[config.mk]
export PLATFORM = sky130hd
export DESIGN_NAME = regfile_scoreboard
export DESIGN_NICKNAME = d
export VERILOG_FILES = /design/src/rtl/regfile_scoreboard.sv
export SDC_FILE = /design/constraint.sdc
export NUM_CORES = 2
export LEC_CHECK = 0
export ABC_CLOCK_PERIOD_IN_PS = 33900
export BUFFER_PORTS_ARGS = -buffer_cell sky130_fd_sc_hd__buf_4
export CORE_MARGIN = 1
export CORE_UTILIZATION = 35
export CTS_CLUSTER_DIAMETER = 200
export CTS_CLUSTER_SIZE = 10
export DETAILED_ROUTE_END_ITERATION = 16
export GPL_ROUTABILITY_DRIVEN = 1
export REMOVE_ABC_BUFFERS = 1
export SYNTH_ARGS = -nofsm -noshare
export SYNTH_HDL_FRONTEND = slang
export SYNTH_SLANG_ARGS = --single-unit
[constraint.sdc]
create_clock -name clock -period 33.9 [get_ports clock]
set_input_delay 0 -clock clock [delete_from_list [all_inputs] [get_ports clock]]
set_output_delay 0 -clock clock [all_outputs]
set_load 0.03 [all_outputs]
[src/rtl/regfile_scoreboard.sv]
// Register file with two async read ports, one sync write port and a per-register
// busy scoreboard (reserve at issue, release at writeback) for hazard stalls.
module regfile_scoreboard #(
    parameter int DATA_W   = 32,
    parameter int ADDR_W   = 5,
    parameter int BYPASS   = 1,
    parameter int ZERO_REG = 1
) (
    input  logic              clock,
    input  logic              reset,
    input  logic              i_wr_en,
    input  logic [ADDR_W-1:0] i_wr_addr,
    input  logic [DATA_W-1:0] i_wr_data,
    input  logic [ADDR_W-1:0] i_rd_addr1,
    input  logic [ADDR_W-1:0] i_rd_addr2,
    output logic [DATA_W-1:0] o_rd_data1,
    output logic [DATA_W-1:0] o_rd_data2,
    output logic              o_busy1,
    output logic              o_busy2,
    input  logic              i_rsv_en,
    input  logic [ADDR_W-1:0] i_rsv_addr,
    output logic              o_rsv_conflict,
    input  logic              i_flush,
    output logic [ADDR_W:0]   o_busy_count
);
    localparam int NREGS = 1 << ADDR_W;

    logic [DATA_W-1:0] r_regs [NREGS];
    logic [NREGS-1:0]  r_busy;
    logic [ADDR_W:0]   r_busy_count;
    logic [NREGS-1:0]  w_busy_nxt;
    logic              w_wr_ok;
    logic              w_rsv_ok;
    logic              w_hit1;
    logic              w_hit2;
    logic              w_hit_rsv;

    function automatic logic writable(input logic [ADDR_W-1:0] a);
        return !((ZERO_REG != 0) && (a == '0));
    endfunction

    function automatic logic [ADDR_W:0] popcnt(input logic [NREGS-1:0] v);
        logic [ADDR_W:0] c;
        c = '0;
        for (int i = 0; i < NREGS; i++)
            c = c + (ADDR_W+1)'(v[i]);
        return c;
    endfunction

    assign w_wr_ok  = i_wr_en  && writable(i_wr_addr);
    assign w_rsv_ok = i_rsv_en && writable(i_rsv_addr);

    // Later assignments win: flush > reserve > release > hold.
    always_comb begin
        w_busy_nxt = r_busy;
        if (w_wr_ok)
            w_busy_nxt[i_wr_addr] = 1'b0;
        if (w_rsv_ok)
            w_busy_nxt[i_rsv_addr] = 1'b1;
        if (i_flush)
            w_busy_nxt = '0;
    end

    always_ff @(posedge clock or posedge reset) begin
        if (reset) begin
            for (int i = 0; i < NREGS; i++)
                r_regs[i] <= '0;
            r_busy       <= '0;
            r_busy_count <= '0;
        end else begin
            if (w_wr_ok)
                r_regs[i_wr_addr] <= i_wr_data;
            r_busy       <= w_busy_nxt;
            r_busy_count <= popcnt(w_busy_nxt);
        end
    end

    // A same-cycle write to a read address is forwarded and hides its busy bit.
    assign w_hit1    = (BYPASS != 0) && w_wr_ok && (i_wr_addr == i_rd_addr1);
    assign w_hit2    = (BYPASS != 0) && w_wr_ok && (i_wr_addr == i_rd_addr2);
    assign w_hit_rsv = (BYPASS != 0) && w_wr_ok && (i_wr_addr == i_rsv_addr);

    always_comb begin
        o_rd_data1 = '0;
        o_rd_data2 = '0;
        if (writable(i_rd_addr1))
            o_rd_data1 = w_hit1 ? i_wr_data : r_regs[i_rd_addr1];
        if (writable(i_rd_addr2))
            o_rd_data2 = w_hit2 ? i_wr_data : r_regs[i_rd_addr2];
    end

    assign o_busy1        = writable(i_rd_addr1) && !w_hit1 && r_busy[i_rd_addr1];
    assign o_busy2        = writable(i_rd_addr2) && !w_hit2 && r_busy[i_rd_addr2];
    assign o_rsv_conflict = i_rsv_en && writable(i_rsv_addr) && !w_hit_rsv && r_busy[i_rsv_addr];
    assign o_busy_count   = r_busy_count;
endmodule

* Word level (Yosys, flattened, before mapping) *
Index checks and enable logic that the tools add are counted.

storage, ports and cells
  bits in registers = 1062
  latch bits = 0
  memory bits (writable) = 0
  ROM bits = 0
  output and inout bits = 73
  word-level logic and storage cells = 135
  memories kept = 0

cells by class
  add/subtract/negate cells = 31
  multipliers = 0
  div/mod/pow operators = 0
  order comparisons = 10
  eq/ne operators = 3
  shifts and indexed selects = 0
  mux-type cells = 26
  bitwise operators = 6
  reduce and logical (&&, ||, !) cells = 25

operator list
  operator                                                            number
  bitwise mux 1024 bit                                                1
  2-to-1 mux 32 bit                                                   12
  binary-select mux 32 bit (select 5 bit)                             2
  demux 32 bit (select 5 bit)                                         1
  adder 6 x 1 -> 6 bit                                                26
  bitwise AND 32 bit                                                  1
  inverter 32 bit                                                     1
  bitwise OR 32 bit                                                   1
  < comparator 5 x 6 -> 1 bit (second input constant)                 4
  logical NOT 5 bit                                                   4
  greater-or-equal comparator 6 bit (second input constant)           3
  inverter 5 -> 6 bit                                                 3
  binary-select mux 1 bit (select 5 bit)                              3
  == test 5 bit                                                       3
  logical AND 1 bit                                                   14
  demux 1 bit (select 5 bit)                                          2
  greater-or-equal comparator 5 x 1 -> 1 bit (second input constant)  2
  logical NOT 1 bit                                                   7
  adder 5 x 1 -> 6 bit                                                1
  < comparator 6 x 1 -> 1 bit (second input constant)                 1
  adder 4 x 1 -> 5 bit                                                1
  2-to-1 mux 1 bit                                                    5
  adder 3 x 1 -> 4 bit                                                1
  adder 2 x 1 -> 3 bit                                                1
  adder 1 x 1 -> 2 bit                                                1

* Depth between registers and ports, before layout *
  depth in word-level cells = 41
  mapped depth = 22
  gate-level depth less buffers = 20

* Least setup slack after synthesis *
Ideal clock, no wire load.

  kind = in2reg
  start = in i_wr_addr[0]
  end = reg r_busy_count[4] (netlist: o_busy_count[4])
  library setup time = 80 ps
  arrival time = 5309 ps
  required time = 33820 ps
  setup slack = 28511 ps
  stages on the path = 22
  path buffers = 3
  cells stage by stage = buf_2 and3_1 clkbuf_1 nand2_1 clkbuf_1 nand2_1 a21oi_1 inv_1 fa_1 fa_1 fa_1 inv_1 fa_1 fa_1 inv_1 fa_1 inv_1 ha_1 fa_1 a21o_1 a21oi_1 xnor2_1

on the way
  elaborated cells on any way between the ends = 45
  classes of those cells = add/sub (31); order compare (2); mux (5); bitwise (3); reduce/logical (4)

RTL lines
  what                                                                                                             RTL line  source
  from (decl)                                                                                                      12        input logic [ADDR_W-1:0] i_wr_addr,
  < comparator 5 x 6 -> 1 bit (not written as such) or greater-or-equal comparator 5 x 1 -> 1 bit (tied branches)  57        w_busy_nxt[i_wr_addr] = 1'b0;
  logical AND 1 bit (not written as such)                                                                          57
  2-to-1 mux 1 bit (not written as such)                                                                           57
  demux 1 bit (select 5 bit)                                                                                       57
  inverter 32 bit (no source line)                                                                                 -
  bitwise AND 32 bit (no source line)                                                                              -
  2-to-1 mux 32 bit (*)                                                                                            56        if (w_wr_ok)
  bitwise OR 32 bit (no source line)                                                                               -
  2-to-1 mux 32 bit (*)                                                                                            58        if (w_rsv_ok)
  2-to-1 mux 32 bit (*)                                                                                            60        if (i_flush)
  net w_busy_nxt[7]                                                                                                31        logic [NREGS-1:0] w_busy_nxt;
  adder 6 x 1 -> 6 bit (*) (25 in series)                                                                          46        c = c + (ADDR_W+1)'(v[i]);
  to (signal assigned)                                                                                             74        r_busy_count <= popcnt(w_busy_nxt);
  to (decl)                                                                                                        30        logic [ADDR_W:0] r_busy_count;

The timed path passes the listed nets; every way through them passes the cells marked *.
A chain may end at the register's enable or synchronous reset.

* Final worst setup path *
  start = in i_wr_addr[3]
  end = reg r_busy_count[4] (netlist: o_busy_count[4])

on the way
  word-level cells in the longest chain between the ends = 41
  elaborated cells on any way between the ends = 45
  classes of those cells = add/sub (31); order compare (2); mux (5); bitwise (3); reduce/logical (4)

ends and longest elaborated chain
  what                                                                                                             RTL line
  < comparator 5 x 6 -> 1 bit (not written as such) or greater-or-equal comparator 5 x 1 -> 1 bit (tied branches)  57
  logical AND 1 bit (not written as such)                                                                          57
  2-to-1 mux 1 bit (not written as such)                                                                           57
  demux 1 bit (select 5 bit)                                                                                       57
  inverter 32 bit (no source line)                                                                                 -
  bitwise AND 32 bit (no source line)                                                                              -
  2-to-1 mux 32 bit (*)                                                                                            56
  bitwise OR 32 bit (no source line)                                                                               -
  2-to-1 mux 32 bit (*)                                                                                            58
  2-to-1 mux 32 bit (*)                                                                                            60
  adder 1 x 1 -> 2 bit                                                                                             46
  adder 2 x 1 -> 3 bit                                                                                             46
  adder 3 x 1 -> 4 bit                                                                                             46
  adder 4 x 1 -> 5 bit                                                                                             46
  adder 5 x 1 -> 6 bit                                                                                             46
  adder 6 x 1 -> 6 bit (25 in series)                                                                              46
  adder 6 x 1 -> 6 bit (*)                                                                                         46

Every way passes the cells marked *; elsewhere a longest branch is shown, timed or not.

==> run summary <==
Status -> finished clean
Routed WL -> 194000 um
Vias in the first global route -> 40271
Hold Path Class -> in -> reg
Final cycle utilization of the critical path -> 18.6%
Worst-path cell chain -> dlygate4sd3_1 -> buf_4 -> nor3b_1 -> dlygate4sd3_1 -> nand2_2 -> dlygate4sd3_1 -> nand2_1 -> a21o_1 -> fa_1 -> fa_1 -> fa_1 -> inv_1 -> fa_1 -> fa_1 -> inv_1 -> fa_1 -> inv_1 -> ha_1 -> fa_1 -> a21o_1 -> a21oi_1 -> xnor2_1
Clock Latency Late Sink -> 750 ps
Initial DRT Pass Iterations -> 7
Worst Path Required -> 34570 ps
Most numerous cell on the critical path -> fa_1
Seq cells post-synth -> 1062
Syn_area_per_cell -> 13.6 um^2
Hold Path Origin -> i_wr_data[22]
Register-to-Register Path Depth -> 17
Sum of negative setup slack -> 0 ps
Slowest stage cell, crit path -> dlygate4sd3_1
1st-iter DRT viols -> 3466
Finished Layout Cells -> 6448
Input/output buffers -> 129
Number of synthesized flops with an enable pin -> 0
Worst hold path stage count -> 3
Net count, final -> 4338
Site Rows -> 149
First-pass GRT wire length -> 284000 um
Worst slew margin -> 23.2%
Pleak -> 0.0282 uW
DR DRC count -> 0
Effective utilization at floorplan -> 35.4%
RSZ-0062 raised after global routing -> no
Critical path buffers and inverters -> 7
Synth Area in Compound Gates -> 6.53%
Peak Freq -> 159 MHz
# fillers -> 15531
Die area -> 169000 um^2
Wire per inst -> 30.0 um
WHS Endpoint -> r_regs[374]
Register area share after synthesis -> 45.3%
Synth Cell Area -> 58600 um^2
H-Tree Depth -> 3
Critical R2R Launch -> r_busy[3]
Via/cell ratio -> 6.06
Multiplexer area fraction after synthesis -> 40.2%
Synth Instances -> 4309
DIE WIDTH -> 411 um
Gpl congestion -> 0.865
Synth async-reset ratio -> 100%
Post-synthesis adder-cell area fraction -> 0.969%
R2R setup slack -> 28710 ps
Clock skew -> 12.5 ps
Netlist cell types -> 58
Initial antenna violation count -> 6
Vias -> 39046
Hold violation total from the final report -> 0
TritonCTS Sinks -> 1062
Worst-margin pin slew -> 1150 ps
Ports -> 130
Clk root buf -> clkbuf_16
Yosys warning count -> 0
Post-synthesis xor/xnor area fraction -> 0.269%
Reg clk slew, reported paths -> 60 ps
CTS Buffer Depth -> 3
DP Wirelength -> 111000 um
Share of layout cells above drive strength 1 -> 42.6%
Pwr/cell area -> 54.8 nW/um^2
Dpl cells -> 6256
CP max stage delay -> 650 ps
Core area -> 166000 um^2
Max cap viols -> 0
Die Y -> 411 um
Arrival time at the worst endpoint -> 6960 ps
ANT nets after route -> 0
Crit Path Class -> in -> reg
Main synth FF type -> dfrtp_1
CP top delay family -> adder cells
CTS tree -> done
Num CTS Buffers -> 116
Slew Viols, Final -> 0
Final setup fails -> 0
Grt ovf -> 0
Startpoint types -> primary input
CP endpoint kind -> register
Crit Path Max Fanout -> 12
Largest family of logic cells by synthesized area -> multiplexers
Fin crit period -> 6290 ps
Pin count of the biggest net entering global routing -> 174
Worst reg2reg endpoint -> o_busy_count[4]
Peak VDD IR -> 0.0000446 V
Area Growth Syn to Fin -> 10.8%
Post-Synth Simple-Gate Area -> 2.63%
Total track usage -> 22.8%
[power breakdown]
group | internal, uW | switching [uW] | total, uW
registers | 1500 | 166 | 1670
clock network | 604 | 518 | 1120
logic | 433 | 337 | 770
total | 2540 | 1020 | 3560
[timing repair]
action,CTS,global route
hold buffers,65,0
hold endpoints to repair,1124,0
buffers inserted,0,0
gates resized for setup,0,0
[routing by layer]
layer | GRT usage (%) | routed length, um
met5 | 0 | 22
met4 | 7.11 | 6320
met3 | 4.20 | 13400
met2 | 36.9 | 91500
met1 | 31.0 | 82300
[cell usage after synthesis, drive strengths merged, types with 24 or more instances]
library cell	n	area, um^2
nor2	82	308
a22oi	128	961
o21ai	71	355
o22ai	55	344
mux2	1068	12000
nand3	41	205
inv	47	176
a221oi	48	420
a22o	24	210
fa	24	480
nand2	139	522
mux4	348	7840
nor3	26	130
clkbuf	247	927
a32o	30	300
mux2i	368	3680
nor2b	24	150
buf	223	1290
dfrtp	1062	26600
a21oi	108	541
[per-stage QoR]
step                      cell area [um^2]  setup WS, ps  power (uW)  util [%]  hold WS (ps)
after floorplan                      56400          4010        2190         -          63.1
after global placement               61200         28020        2420      37.0           198
after detailed placement             61200         27980        2450      37.0           195
after CTS                            64900         27670        3580      39.2           260
after global routing                 64900         27310        3720      39.2           330
final                                64900         27610        3560      39.2           319
[final cells by class]
| type | instances | area (um^2) | share of cell area [%] |
|---|---|---|---|
| multi-input combinational | 2730 | 29900 | 46.0 |
| sequential | 1062 | 26600 | 40.9 |
| clock buffer | 116 | 2900 | 4.47 |
| tap | 2189 | 2740 | 4.22 |
| timing repair buffer | 293 | 2450 | 3.78 |
| inverter | 47 | 186 | 0.287 |
| clock inverter | 8 | 171 | 0.264 |
| antenna | 3 | 7.51 | 0.0116 |
[worst max-delay path by stage]
stage / slack (ps) / endpoint / cells past startpoint / from
after floorplan: 4010 / o_busy_count[0] / 1 / reset
after global routing: 27310 / o_busy_count[4] / 22 / i_wr_addr[4]
after detailed placement: 27980 / o_busy_count[4] / 20 / i_wr_addr[3]
final: 27610 / o_busy_count[4] / 22 / i_wr_addr[3]
after CTS: 27670 / o_busy_count[4] / 22 / i_wr_addr[3]
after global placement: 28020 / o_busy_count[4] / 20 / i_wr_addr[3]
[worst register-to-register path, stage by stage (launching register included)]
cell     delay [ps]
dfrtp_1         420
a22oi_1         210
nor2_1          100
fa_1            540
inv_1            70
fa_1            520
fa_1            530
inv_1            60
fa_1            450
fa_1            500
inv_1            50
fa_1            470
inv_1            40
ha_1            210
fa_1            460
a21o_1          170
a21oi_1         170
xnor2_1         150
[cells in the final DEF (no fill, tap or decap), types with 55 or more instances in the layout]
cell / n
dfrtp_1: 1062
o21ai_0: 56
buf_4: 219
mux4_2: 348
mux2i_1: 368
a21oi_1: 108
nand2_1: 123
a22oi_1: 128
nor2_1: 60
mux2_2: 1053
clkbuf_16: 116
o22ai_1: 55
dlygate4sd3_1: 65
[registers in the layout, indices dropped and copies added, names as in the netlist]
name / flops
r_busy: 32
o_busy_count: 6
r_regs: 1024
[kinds of logic (layout without fill, tap and decap cells)]
kind of cell,count (synthesis),after routing
compound gates,552,552
fa+ha+maj,31,31
simple gates,345,345
xor+xnor,18,18
other cells,0,3
flops,1062,1062
buf+inv,517,464
mux,1784,1784
No activity file was read; power rests on OpenSTA's default activity.
